## config.mk

```make
export PLATFORM = sky130hd
export DESIGN_NAME = draw_rect_char
export DESIGN_NICKNAME = d
export VERILOG_FILES = /design/src/rtl/vga_pkg.sv /design/src/rtl/draw_rect_char_font_rom.sv /design/src/rtl/draw_rect_char.sv
export SDC_FILE = /design/constraint.sdc
export NUM_CORES = 1
export LEC_CHECK = 0
export CELL_PAD_IN_SITES_DETAIL_PLACEMENT = 0
export CELL_PAD_IN_SITES_GLOBAL_PLACEMENT = 1
export CORE_UTILIZATION = 40
export CTS_CLUSTER_SIZE = 8
export DETAILED_ROUTE_END_ITERATION = 16
export PLACE_DENSITY = 0.84
export RECOVER_POWER = 25
export SKIP_LAST_GASP = 1
export SYNTH_ARGS = -nofsm -noshare
export SYNTH_HDL_FRONTEND = slang
export SYNTH_SLANG_ARGS = --single-unit
```

## constraint.sdc

```tcl
create_clock -name clk -period 2.3 [get_ports clk]
set_clock_uncertainty 0.2 [all_clocks]
set_input_delay 0.23 -clock clk [delete_from_list [all_inputs] [get_ports clk]]
set_output_delay 0.23 -clock clk [all_outputs]
set_load 0.05 [all_outputs]
```

## src/rtl/vga_pkg.sv

```systemverilog
// Shared VGA text-overlay constants and the timing/colour bundle carried down
// the draw_rect_char delay pipeline.
package vga_pkg;
  localparam int CHAR_W            = 8;
  localparam int CHAR_H            = 16;
  localparam int TEXT_COLS         = 16;
  localparam int TEXT_ROWS         = 16;
  localparam int DRAW_CHAR_LATENCY = 4;

  typedef struct packed {
    logic [10:0] hcount;
    logic [10:0] vcount;
    logic        hsync;
    logic        hblnk;
    logic        vsync;
    logic        vblnk;
    logic [11:0] rgb;
  } vga_bus_t;
endpackage

```

## src/rtl/draw_rect_char_font_rom.sv

```systemverilog
// Glyph bitmap ROM: {char_code, glyph_row} in, 8-pixel row out one clk later.
// Only 'L' carries pixels; every other code renders blank.
module font_rom (
  input  logic        clk,
  input  logic        rst,
  input  logic [10:0] addr,
  output logic [7:0]  data
);
  logic [7:0] data_d, data_q;

  always_comb begin
    data_d = 8'h00;
    if (addr[10:4] == 7'h4C) begin
      if (addr[3:0] >= 4'h2 && addr[3:0] <= 4'hC) data_d = 8'h60;
      else if (addr[3:0] == 4'hD)                 data_d = 8'h7E;
    end
  end

  always_ff @(posedge clk) begin
    if (rst) data_q <= 8'h00;
    else     data_q <= data_d;
  end

  assign data = data_q;
endmodule

```

## src/rtl/draw_rect_char.sv

```systemverilog
// Overlays a 16x16 character text box onto a VGA pixel stream. Four-stage
// pipeline: grid address -> external text ROM -> font_rom -> colour mux.
module draw_rect_char
  import vga_pkg::*;
#(
  parameter int          XPOS       = 100,
  parameter int          YPOS       = 50,
  parameter logic [11:0] TEXT_COLOR = 12'hFFF
) (
  input  logic        clk,
  input  logic        rst,
  input  logic [10:0] hcount_in,
  input  logic [10:0] vcount_in,
  input  logic        hsync_in,
  input  logic        hblnk_in,
  input  logic        vsync_in,
  input  logic        vblnk_in,
  input  logic [11:0] rgb_in,
  output logic [10:0] hcount_out,
  output logic [10:0] vcount_out,
  output logic        hsync_out,
  output logic        hblnk_out,
  output logic        vsync_out,
  output logic        vblnk_out,
  output logic [11:0] rgb_out,
  output logic [7:0]  char_xy,
  input  logic [6:0]  char_code
);
  localparam int          LAT = DRAW_CHAR_LATENCY;
  localparam logic [10:0] X0  = 11'(XPOS);
  localparam logic [10:0] X1  = 11'(XPOS + CHAR_W * TEXT_COLS - 1);
  localparam logic [10:0] Y0  = 11'(YPOS);
  localparam logic [10:0] Y1  = 11'(YPOS + CHAR_H * TEXT_ROWS - 1);

  // Only the low bits of the offsets are ever used, so subtract at that width.
  logic [6:0] rel_x;
  logic [7:0] rel_y;
  logic       in_box;

  assign rel_x  = hcount_in[6:0] - X0[6:0];
  assign rel_y  = vcount_in[7:0] - Y0[7:0];
  assign in_box = (hcount_in >= X0) && (hcount_in <= X1) &&
                  (vcount_in >= Y0) && (vcount_in <= Y1);

  vga_bus_t   bus_d [LAT];
  vga_bus_t   bus_q [LAT];
  logic [7:0] char_xy_d, char_xy_q;
  logic [2:0] rx_d [3];
  logic [2:0] rx_q [3];
  logic [3:0] ry_d [2];
  logic [3:0] ry_q [2];
  logic       inbox_d [3];
  logic       inbox_q [3];
  logic [7:0] font_row;
  logic       glyph_bit;

  font_rom u_font_rom (
    .clk  (clk),
    .rst  (rst),
    .addr ({char_code, ry_q[1]}),
    .data (font_row)
  );

  assign glyph_bit = font_row[3'd7 - rx_q[2]];

  always_comb begin
    char_xy_d  = in_box ? {rel_y[7:4], rel_x[6:3]} : 8'h00;
    rx_d[0]    = rel_x[2:0];
    rx_d[1]    = rx_q[0];
    rx_d[2]    = rx_q[1];
    ry_d[0]    = rel_y[3:0];
    ry_d[1]    = ry_q[0];
    inbox_d[0] = in_box;
    inbox_d[1] = inbox_q[0];
    inbox_d[2] = inbox_q[1];

    bus_d[0] = '{hcount: hcount_in, vcount: vcount_in, hsync: hsync_in,
                 hblnk: hblnk_in, vsync: vsync_in, vblnk: vblnk_in, rgb: rgb_in};
    for (int i = 1; i < LAT; i++) bus_d[i] = bus_q[i-1];
    // Last stage is the output register: the glyph colour replaces background.
    if (inbox_q[2] && glyph_bit) bus_d[LAT-1].rgb = TEXT_COLOR;
  end

  always_ff @(posedge clk) begin
    if (rst) begin
      char_xy_q <= 8'h00;
      for (int i = 0; i < LAT; i++) bus_q[i]   <= '0;
      for (int i = 0; i < 3; i++)   rx_q[i]    <= '0;
      for (int i = 0; i < 2; i++)   ry_q[i]    <= '0;
      for (int i = 0; i < 3; i++)   inbox_q[i] <= 1'b0;
    end else begin
      char_xy_q <= char_xy_d;
      for (int i = 0; i < LAT; i++) bus_q[i]   <= bus_d[i];
      for (int i = 0; i < 3; i++)   rx_q[i]    <= rx_d[i];
      for (int i = 0; i < 2; i++)   ry_q[i]    <= ry_d[i];
      for (int i = 0; i < 3; i++)   inbox_q[i] <= inbox_d[i];
    end
  end

  assign char_xy    = char_xy_q;
  assign hcount_out = bus_q[LAT-1].hcount;
  assign vcount_out = bus_q[LAT-1].vcount;
  assign hsync_out  = bus_q[LAT-1].hsync;
  assign hblnk_out  = bus_q[LAT-1].hblnk;
  assign vsync_out  = bus_q[LAT-1].vsync;
  assign vblnk_out  = bus_q[LAT-1].vblnk;
  assign rgb_out    = bus_q[LAT-1].rgb;
endmodule

```

### Word level (Yosys, flattened, before mapping)

Memories as Yosys holds them, arrays and structs flattened.
Index checks and enable logic that the tools add are counted.

* register bits: 16
* memory bits (writable): 172
* input port bits: 47
* output and inout port bits: 46
* logic and storage cells: 61
* memories: 4

Memory list
* bus_q: words 4, bits a word 38, rd ports 4, clocked after memory_dff 0, write ports 4, RTL line draw_rect_char.sv:46 `vga_bus_t bus_q [LAT];`
* rx_q: words 3, bits a word 3, rd ports 3, clocked after memory_dff 0, write ports 3, RTL line draw_rect_char.sv:49 `logic [2:0] rx_q [3];`
* ry_q: words 2, bits a word 4, rd ports 2, clocked after memory_dff 0, write ports 2, RTL line draw_rect_char.sv:51 `logic [3:0] ry_q [2];`
* inbox_q: words 3, bits a word 1, rd ports 3, clocked after memory_dff 0, write ports 3, RTL line draw_rect_char.sv:53 `logic inbox_q [3];`

* $add $sub $neg: 3
* $lt $le $gt $ge: 7
* equality and inequality tests: 2
* multiplexer cells: 20
* bitwise gates (word level): 14
* reductions and logical operators: 8

Operators with widths (count)
* $mux 38: 4
* $mux 7: 2
* $mux 12: 1
* $or 1x1->1: 12
* $ge 11x6->1 const B: 1
* $ge 11x7->1 const B: 1
* $le 11x8->1 const B: 1
* $le 11x9->1 const B: 1
* $mux 3: 3
* $mux 4: 2
* $sub 8x6->8 const B: 1
* $eq 7x7->1 const B: 1
* $mux 1: 7
* $sub 7x7->7 const B: 1
* $logic_and 1x1->1: 5
* $eq 4x4->1 const B: 1
* $ge 4x2->1 const B: 1
* $le 4x4->1 const B: 1
* $lt 3x4->1 const B: 1
* $reduce_or 2->1: 2
* $bmux 1 s3: 1
* $reduce_or 3->1: 1
* $sub 3x3->3 const A: 1
* $not 1->1: 2

### Depth between registers and ports, before layout

Gate-level depths: netlist of run 1.
An unclocked memory read counts as a cell.

* depth in word-level cells: 7
* mapped depth: 7
* mapped depth without buffers: 7

### Hierarchy

From an unflattened synthesis of run 1, not the netlist that was laid out.

* cells, all modules: 441
* area total of the unflattened synthesis: 5157.4 um^2

Modules (own cells, without submodules)
* draw_rect_char: instances 1, cells an instance 425, area an instance 5016.1 um^2, seq. area each 3443.3 um^2
* font_rom: instances 1, cells an instance 16, area an instance 141.4 um^2, seq. area each 40.0 um^2

### Worst setup path after synthesis of run 1

No wires, ideal clock.

* kind: input-to-reg
* from: input vcount_in[1]
* to: register char_xy_q[1], in the netlist char_xy[1]
* library setup time: 140 ps
* arrival: 1442 ps
* data required time: 1960 ps
* slack: 519 ps
* stages on the path: 7
* cell sequence: inv_1 > ha_1 > or2b_2 > a21oi_2 > o31ai_2 > a22oi_2 > nor4_1

* longest elaborated chain between the ends: 5

Ends and longest elaborated chain
* from (decl): RTL line draw_rect_char.sv:13 `input logic [10:0] vcount_in,`
* $ge 11x6->1: RTL line draw_rect_char.sv:43 `(vcount_in >= Y0) && (vcount_in <= Y1);`
* $logic_and 1x1->1: RTL line draw_rect_char.sv:42 `assign in_box = (hcount_in >= X0) && (hcount_in <= X1) &&`
* $logic_and 1x1->1 (*): RTL line draw_rect_char.sv:43
* $not 1->1 (no line) (*)
* $reduce_or 2->1 (no line) (*)
* to (signal assigned): RTL line draw_rect_char.sv:92 `char_xy_q <= char_xy_d;`
* to (decl): RTL line draw_rect_char.sv:47 `logic [7:0] char_xy_d, char_xy_q;`

Every way passes the cells marked *; elsewhere a longest branch is shown, timed or not.
A chain may end at the register's enable or synchronous reset.

### Worst setup path in the final report of run 1

* from: input rst
* to: register char_xy_q[2], in the netlist char_xy[2]

* longest elaborated chain between the ends: 1

Ends and longest elaborated chain
* from (decl): RTL line draw_rect_char.sv:11 `input logic rst,`
* $reduce_or 2->1 (no line)

No other way between the ends.

==> results of run 1 <==
-- per-stage QoR --
step | cell area [um2] | TNS, ps | total power [mW] | cells
5_1_grt | 6880 | 0 | 6.53 | 733
6_report | 6880 | 0 | 6.26 | 733
4_1_cts | 6890 | 0 | 6.35 | 733
3_3_place_gp | 6260 | -269 | 3.54 | 700
2_1_floorplan | 5120 | 0 | 3.39 | 448
3_5_place_dp | 6260 | -1130 | 3.55 | 700
-- path summary, 6_finish.rpt --
path	endpoint	depth (start not counted)	start	slack, ps
max	char_xy[2]	6	rst	230
min	bus_q[0][6]	2	rgb_in[6]	170
max reg2reg	bus_q[3][6]	6	bus_q[2][28]	660
min reg2reg	bus_q[3][10]	2	bus_q[2][10]	230
-- logic make-up after synthesis --
family                     count (synthesis)  synth area share, %
xor gates and xnor gates                   7                 1.20
buffers and inverters                     36                 2.66
DFF                                      174                 68.0
and+or+nand+nor                          195                 22.9
adders and majority gates                  5                 1.22
AOI/OAI and AO/OA                         30                 3.81
muxes                                      1                0.220
-- synthesized netlist by cell type, drive strengths merged --
| cell type | count |
|---|---|
| dfxtp | 174 |
| nor2b | 143 |
| a21oi | 17 |
| clkbuf | 17 |
| inv | 17 |
| nand2 | 14 |
| nor2 | 13 |
| nor4 | 10 |
| ha | 5 |
| nor3 | 5 |
| o21ai | 4 |
| xnor2 | 4 |
| o31ai | 3 |
| xor2 | 3 |
| a31oi | 2 |
| buf | 2 |
| nand4 | 2 |
| or2b | 2 |
| a211oi | 1 |
| a221o | 1 |
| a22oi | 1 |
| and2b | 1 |
| and3 | 1 |
| mux2 | 1 |
| nand2b | 1 |
| nand3b | 1 |
| nand4b | 1 |
| nor4b | 1 |
| o2111a | 1 |
-- state kept, by name, summed over array words and instances, names as in the netlist --
signal and flops:
inbox_q 3, u_font_rom.data 2, bus_q 152, char_xy 8, ry_q 6, rx_q 3
-- critical path: cells and delay by family --
kind,cells,cell delay [ps]
AO/OA/AOI/OAI,1,110
buffers and inverters,3,1120
AND/OR/NAND/NOR,2,710
-- what timing repair did --
action	4_1_cts	5_1_grt
endpoints found under the setup margin	0	0
endpoints found under the hold margin	2	0
hold buffers	1	0
-- layer usage --
layer / vias to the layer above / track usage (%)
li1: 1625 / -
met1: 1330 / 12.9
met2: 87 / 21.6
met3: 14 / 4.11
met4: 0 / 8.23
met5: - / 0
-- cell type report --
cell class	instances	area, um2	share of cell area, %
inverters	17	63.8	0.927
repair buffers	104	1010	14.6
clock inverters	15	190	2.76
multi-input cells	238	1510	21.9
flip-flops and latches	174	3480	50.6
well taps	168	210	3.05
clock buffers	17	425	6.18
-- where the power goes --
group | total (mW) | leakage [nW] | internal (mW) | switching [mW]
Sequential | 3.13 | 1.42 | 3.11 | 0.0197
Clock | 2.79 | 0.294 | 1.48 | 1.31
Combinational | 0.343 | 0.957 | 0.173 | 0.170
==> results.md, run 1 <==
* Routed wl met3 at 328 um
* Final hold vios at 0
* Crit Path Category: in2reg
* Final hold slack at 166 ps
* Top Layer Used: met4
* Die W at 115 um
* CP most frequent cell: nor4_1
* Share of cells above drive strength 1 at 9.20%
* Slew Limit Fails at 0
* Hold Crit Class: in2reg
* Clk_lat worst skew at 410 ps
* Pwr per Cell Area at 910 nW/um2
* Vias/cell at 4.17
* CTS tree: yes
* Antenna cell count at 0
* Initial Utilization at 41.8%
* Max-cap viol count at 0
* Synth-to-layout area growth at 34.3%
* Clock Tree Buf Depth at 2
* Crit-path slowest cell: dlygate4sd3_1
* Routed wl met2 at 3.84 mm
* Core area at 12300 um2
* Arr. time, crit path at 2170 ps
* Area share of the largest cell type after synthesis at 68.0%
* Final period utilization at 90.1%
* Worst slew pin tran at 668 ps
* Nets@finish at 604
* Req. time, crit path at 2400 ps
* CTS Sinks at 174
* Post-Synthesis Cell Area at 5120 um2
* RSZ-0062 raised after global routing: no
* Drt pass-1 iters at 4
* CP Capture Type: flip-flop
* Detailed Route WL at 7.64 mm
* Post-cts gate resize count at 0
* Outcome: finished, final reports clean
* Avg WL per Cell at 10.4 um
* Clock slew at reported path FFs at 70 ps
* Grt ovf at 0
* Via count at 3056
* H-tree levels at 4
* Max IR drop VDD at 445 uV
* Worst Slack Setup Final at 229 ps
* RD Place Congestion at 0.765
* Cell count after synthesis at 448
* Synth Warn # at 0
* DIE HEIGHT at 115 um
* Most common cell after layout, fill and taps aside: dfxtp_1
* Total CTS buffers at 17
* Commonest cells after routing, fill and taps aside: 174 x dfxtp_1, 143 x nor2b_1, 91 x clkdlybuf4s50_1
* Ports at 93
* ANT nets after route at 0
* Fin util at 56.1%
* Largest net degree at the start of global routing at 59
* Max frequency at 483 MHz
* Avg Inst Size Synth at 11.4 um2
* IO buf count at 92
* Post-CTS setup buffers at 0
* Die footprint at 13300 um2
* DRT iter0 DRCs at 107
* Vias in the first global route at 2885
* Leading area contributor after synthesis: dfxtp_1
* Synth top area cells: dfxtp_1 68%, nor2b_1 17%, a21oi_1 1.6%, clkbuf_1 1.2%, inv_1 1.2%
* Root Driver: clkbuf_16
* # DRC at 0
* Crit path time final at 2070 ps
* LEAKAGE at 2.68 nW
* M1 wire length at 3.32 mm
* Number of synthesized register bits at 174
* Post-synth net total at 500
* Fraction of the yosys area taken by sequential cells at 68.0%
* Initial antenna violation count at 0
* # setup viols final at 0
* Row cnt at 40
* Crit start category: input pin
* Post-DP HPWL at 5.28 mm
* Pre-CTS WS at -150 ps
* Max FO, Critical Path at 36
* Worst-path cell chain: dlygate4sd3_1, clkbuf_2, nor4_1, o21ai_1, buf_4, nor4_1
* Max transition margin at 55.5%
* Netlist cell types at 35
* Layout fillers at 1058
* Max stage delay on crit path at 530 ps
* Overall Global Routing Usage at 12.5%
* First-pass GRT wire length at 12.5 mm
(Power assumes the default switching activity.)
==> run 2: changes to the inputs <==
--- a/config.mk
+++ b/config.mk
@@ -13,6 +13,7 @@
 export PLACE_DENSITY = 0.84
 export RECOVER_POWER = 25
 export SKIP_LAST_GASP = 1
+export SLEW_MARGIN = 20
 export SYNTH_ARGS = -nofsm -noshare
 export SYNTH_HDL_FRONTEND = slang
 export SYNTH_SLANG_ARGS = --single-unit
==> results of run 2 <==
The final DEF is identical to that of run 1; final timing and power are the same.
==> run 3: changes to the inputs <==
--- a/config.mk
+++ b/config.mk
@@ -7,13 +7,14 @@
 export LEC_CHECK = 0
 export CELL_PAD_IN_SITES_DETAIL_PLACEMENT = 0
 export CELL_PAD_IN_SITES_GLOBAL_PLACEMENT = 1
-export CORE_UTILIZATION = 40
+export CORE_UTILIZATION = 48
 export CTS_CLUSTER_SIZE = 8
 export DETAILED_ROUTE_END_ITERATION = 16
-export PLACE_DENSITY = 0.84
+export DONT_BUFFER_PORTS = 1
+export PLACE_DENSITY = 0.83
 export RECOVER_POWER = 25
 export SKIP_LAST_GASP = 1
-export SLEW_MARGIN = 20
+export SLEW_MARGIN = 25
 export SYNTH_ARGS = -nofsm -noshare
 export SYNTH_HDL_FRONTEND = slang
 export SYNTH_SLANG_ARGS = --single-unit
==> constraint.sdc (replaced) <==
create_clock -name clk -period 2.2 [get_ports clk]
set_clock_uncertainty 0.2 [all_clocks]
set_input_delay 0.22 -clock clk [delete_from_list [all_inputs] [get_ports clk]]
set_output_delay 0.22 -clock clk [all_outputs]
set_load 0.05 [all_outputs]
==> results.md, run 3 (synthesized netlist as in run 1, its figures left out) <==
* Req. time, crit path at 2430 ps (was 2400 ps)
* Avg WL per Cell at 12.7 um (was 10.4 um)
* Crit Path Category: in2reg (unchanged)
* Crit path time final at 2130 ps
* Arr. time, crit path at 2360 ps (was 2170 ps)
* First-pass GRT wire length at 14.5 mm (was 12.5 mm)
* Max stage delay on crit path at 610 ps (was 530 ps)
* Row cnt at 37 (was 40)
* Max-cap viol count at 0 (unchanged)
* # DRC at 0 (unchanged)
* Multi-input gate area at 1510 um2 (about the same)
* Largest net degree at the start of global routing at 102 (was 59)
* Vias/cell at 4.57 (was 4.17)
* Max transition margin at 58.1% (was 55.5%)
* H-tree levels at 4 (unchanged)
* CP Capture Type: flip-flop (unchanged)
* Hold Crit Class: in2reg (unchanged)
* Core area at 10300 um2 (was 12300 um2)
* Initial antenna violation count at 0 (unchanged)
* Post-CTS setup buffers at 0 (unchanged)
* Top cell family by delay on the critical path: buffers and inverters (unchanged)
* Most common cell after layout, fill and taps aside: dfxtp_1 (unchanged)
* Layout fillers at 776 (was 1058)
* CTS tree: yes (unchanged)
* Grt ovf at 0 (unchanged)
* Worst-path cell chain: dlygate4sd3_1, buf_16, nor4b_2, nand4_1, dlygate4sd3_1, nor3_1 (was dlygate4sd3_1, clkbuf_2, nor4_1, o21ai_1, buf_4, nor4_1)
* Clock Tree Buf Depth at 2 (unchanged)
* Final period utilization at 96.8%
* Crit-path slowest cell: dlygate4sd3_1 (unchanged)
* Commonest cells after routing, fill and taps aside: 174 x dfxtp_1, 143 x nor2b_1, 90 x dlygate4sd3_1 (was 174 x dfxtp_1, 143 x nor2b_1, 91 x clkdlybuf4s50_1)
* Worst slew pin tran at 625 ps (was 668 ps)
* ANT nets after route at 0 (unchanged)
* Clock slew at reported path FFs at 60 ps (was 70 ps)
* Clk_lat worst skew at 520 ps (was 410 ps)
* Total Neg Setup Slack at 0 ps (unchanged)
* CTS Sinks at 174 (unchanged)
* Share of cells above drive strength 1 at 7.41% (was 9.20%)
* CP most frequent cell: dlygate4sd3_1 (was nor4_1)
* Vias in the first global route at 3163 (was 2885)
* Outcome: finished, final reports clean (unchanged)
* LEAKAGE at 2.84 nW (was 2.68 nW)
* IO buf count at 0 (was 92)
* Nets@finish at 592 (was 604)
* Worst Path Buf+Inv at 3 (unchanged)
* Ports at 93 (unchanged)
* DIE HEIGHT at 105 um (was 115 um)
* Max FO, Critical Path at 101 (was 36)
* Slew Limit Fails at 0 (unchanged)
* Die footprint at 11100 um2 (was 13300 um2)
* Crit start category: input pin (unchanged)
* Reg area at 3480 um2 (unchanged)
* Die W at 105 um (was 115 um)
* Overall Global Routing Usage at 17.4% (was 12.5%)
* Max FFs per register at 152 (unchanged)
* Tot Pwr at 6.83 mW (was 6.26 mW)
* Detailed Route WL at 8.77 mm (was 7.64 mm)
* Root Driver: clkbuf_8 (was clkbuf_16)
* Antenna cell count at 0 (unchanged)
* DRT iter0 DRCs at 66 (was 107)
* Final hold vios at 0 (unchanged)
* Pwr per Cell Area at 1000 nW/um2 (was 910 nW/um2)
* Max IR drop VDD at 496 uV (was 445 uV)
* Post-DP HPWL at 4.57 mm (was 5.28 mm)
* # setup viols final at 0 (unchanged)
* Max frequency at 470 MHz
* Initial Utilization at 49.6% (was 41.8%)
* Most flops, register: bus_q (unchanged)
* RD Place Congestion at 0.779 (was 0.765)
* Via count at 3147 (was 3056)
* Total CTS buffers at 17 (unchanged)
* Synth-to-layout area growth at 33.1% (was 34.3%)
* Fin util at 66.1% (was 56.1%)
* Drt pass-1 iters at 4 (unchanged)
-- run 3: cell count changes in the layout (fill, tap and decap cells not counted), moves of 3 or more --
cell and change:
buf_4 -9, clkdlybuf4s50_1 -91, clkinv_8 -6, dlygate4sd3_1 +89, inv_8 -3, clkbuf_8 +5
bufinv_16 +5
-- run 3: layer usage --
metal	vias up	global-route usage [%]	routed length (um)
met1	1474	17.6	3600
met3	15	7.36	392
met2	67	30.6	4610
met5	-	0	0
li1	1591	-	-
met4	0	8.55	170
-- run 3: path summary, 6_finish.rpt --
check,startpoint,endpoint,slack (ps),cells past startpoint
max,rst,u_font_rom.data[5],70,6
max reg2reg,bus_q[2][28],bus_q[3][0],510,6
min reg2reg,bus_q[2][9],bus_q[3][9],230,2
min,hcount_in[10],inbox_q[0][0],30,3
-- run 3: layout make-up --
| cell class | instances | share of cell area, % |
|---|---|---|
| sequential | 174 | 51.1 |
| multi-input combinational | 238 | 22.2 |
| timing repair buffer | 92 | 13.7 |
| clock buffer | 23 | 6.99 |
| clock inverter | 9 | 2.61 |
| tap | 136 | 2.50 |
| inverter | 17 | 0.936 |
-- run 3: stage by stage --
step	cell area [um2]	hold WS, ps	std cells	setup slack (ps)
floorplan	5120	92.4	448	429
global placement	5230	95.3	566	339
detailed placement	5230	100	566	259
CTS	6810	3.08	689	101
global route	6820	43.5	689	-16.1
finish	6820	34.0	689	70.2
-- run 3: where the power goes --
group          internal (mW)  total [mW]  switching, mW
clock network           2.09        3.23           1.14
logic                  0.166       0.281          0.115
registers               3.25        3.32         0.0666
total                   5.51        6.83           1.33
-- run 3: repair_timing --
action                                  4_1_cts  5_1_grt
endpoints found under the setup margin        0        1
gates resized for setup                       0        1
hold buffers                                 91        0
hold endpoints to repair                    174        0
-- run 3: worst min-delay path: cells and delay by family --
family          cells  cell delay, ps
simple gates        2             140
compound gates      1             340
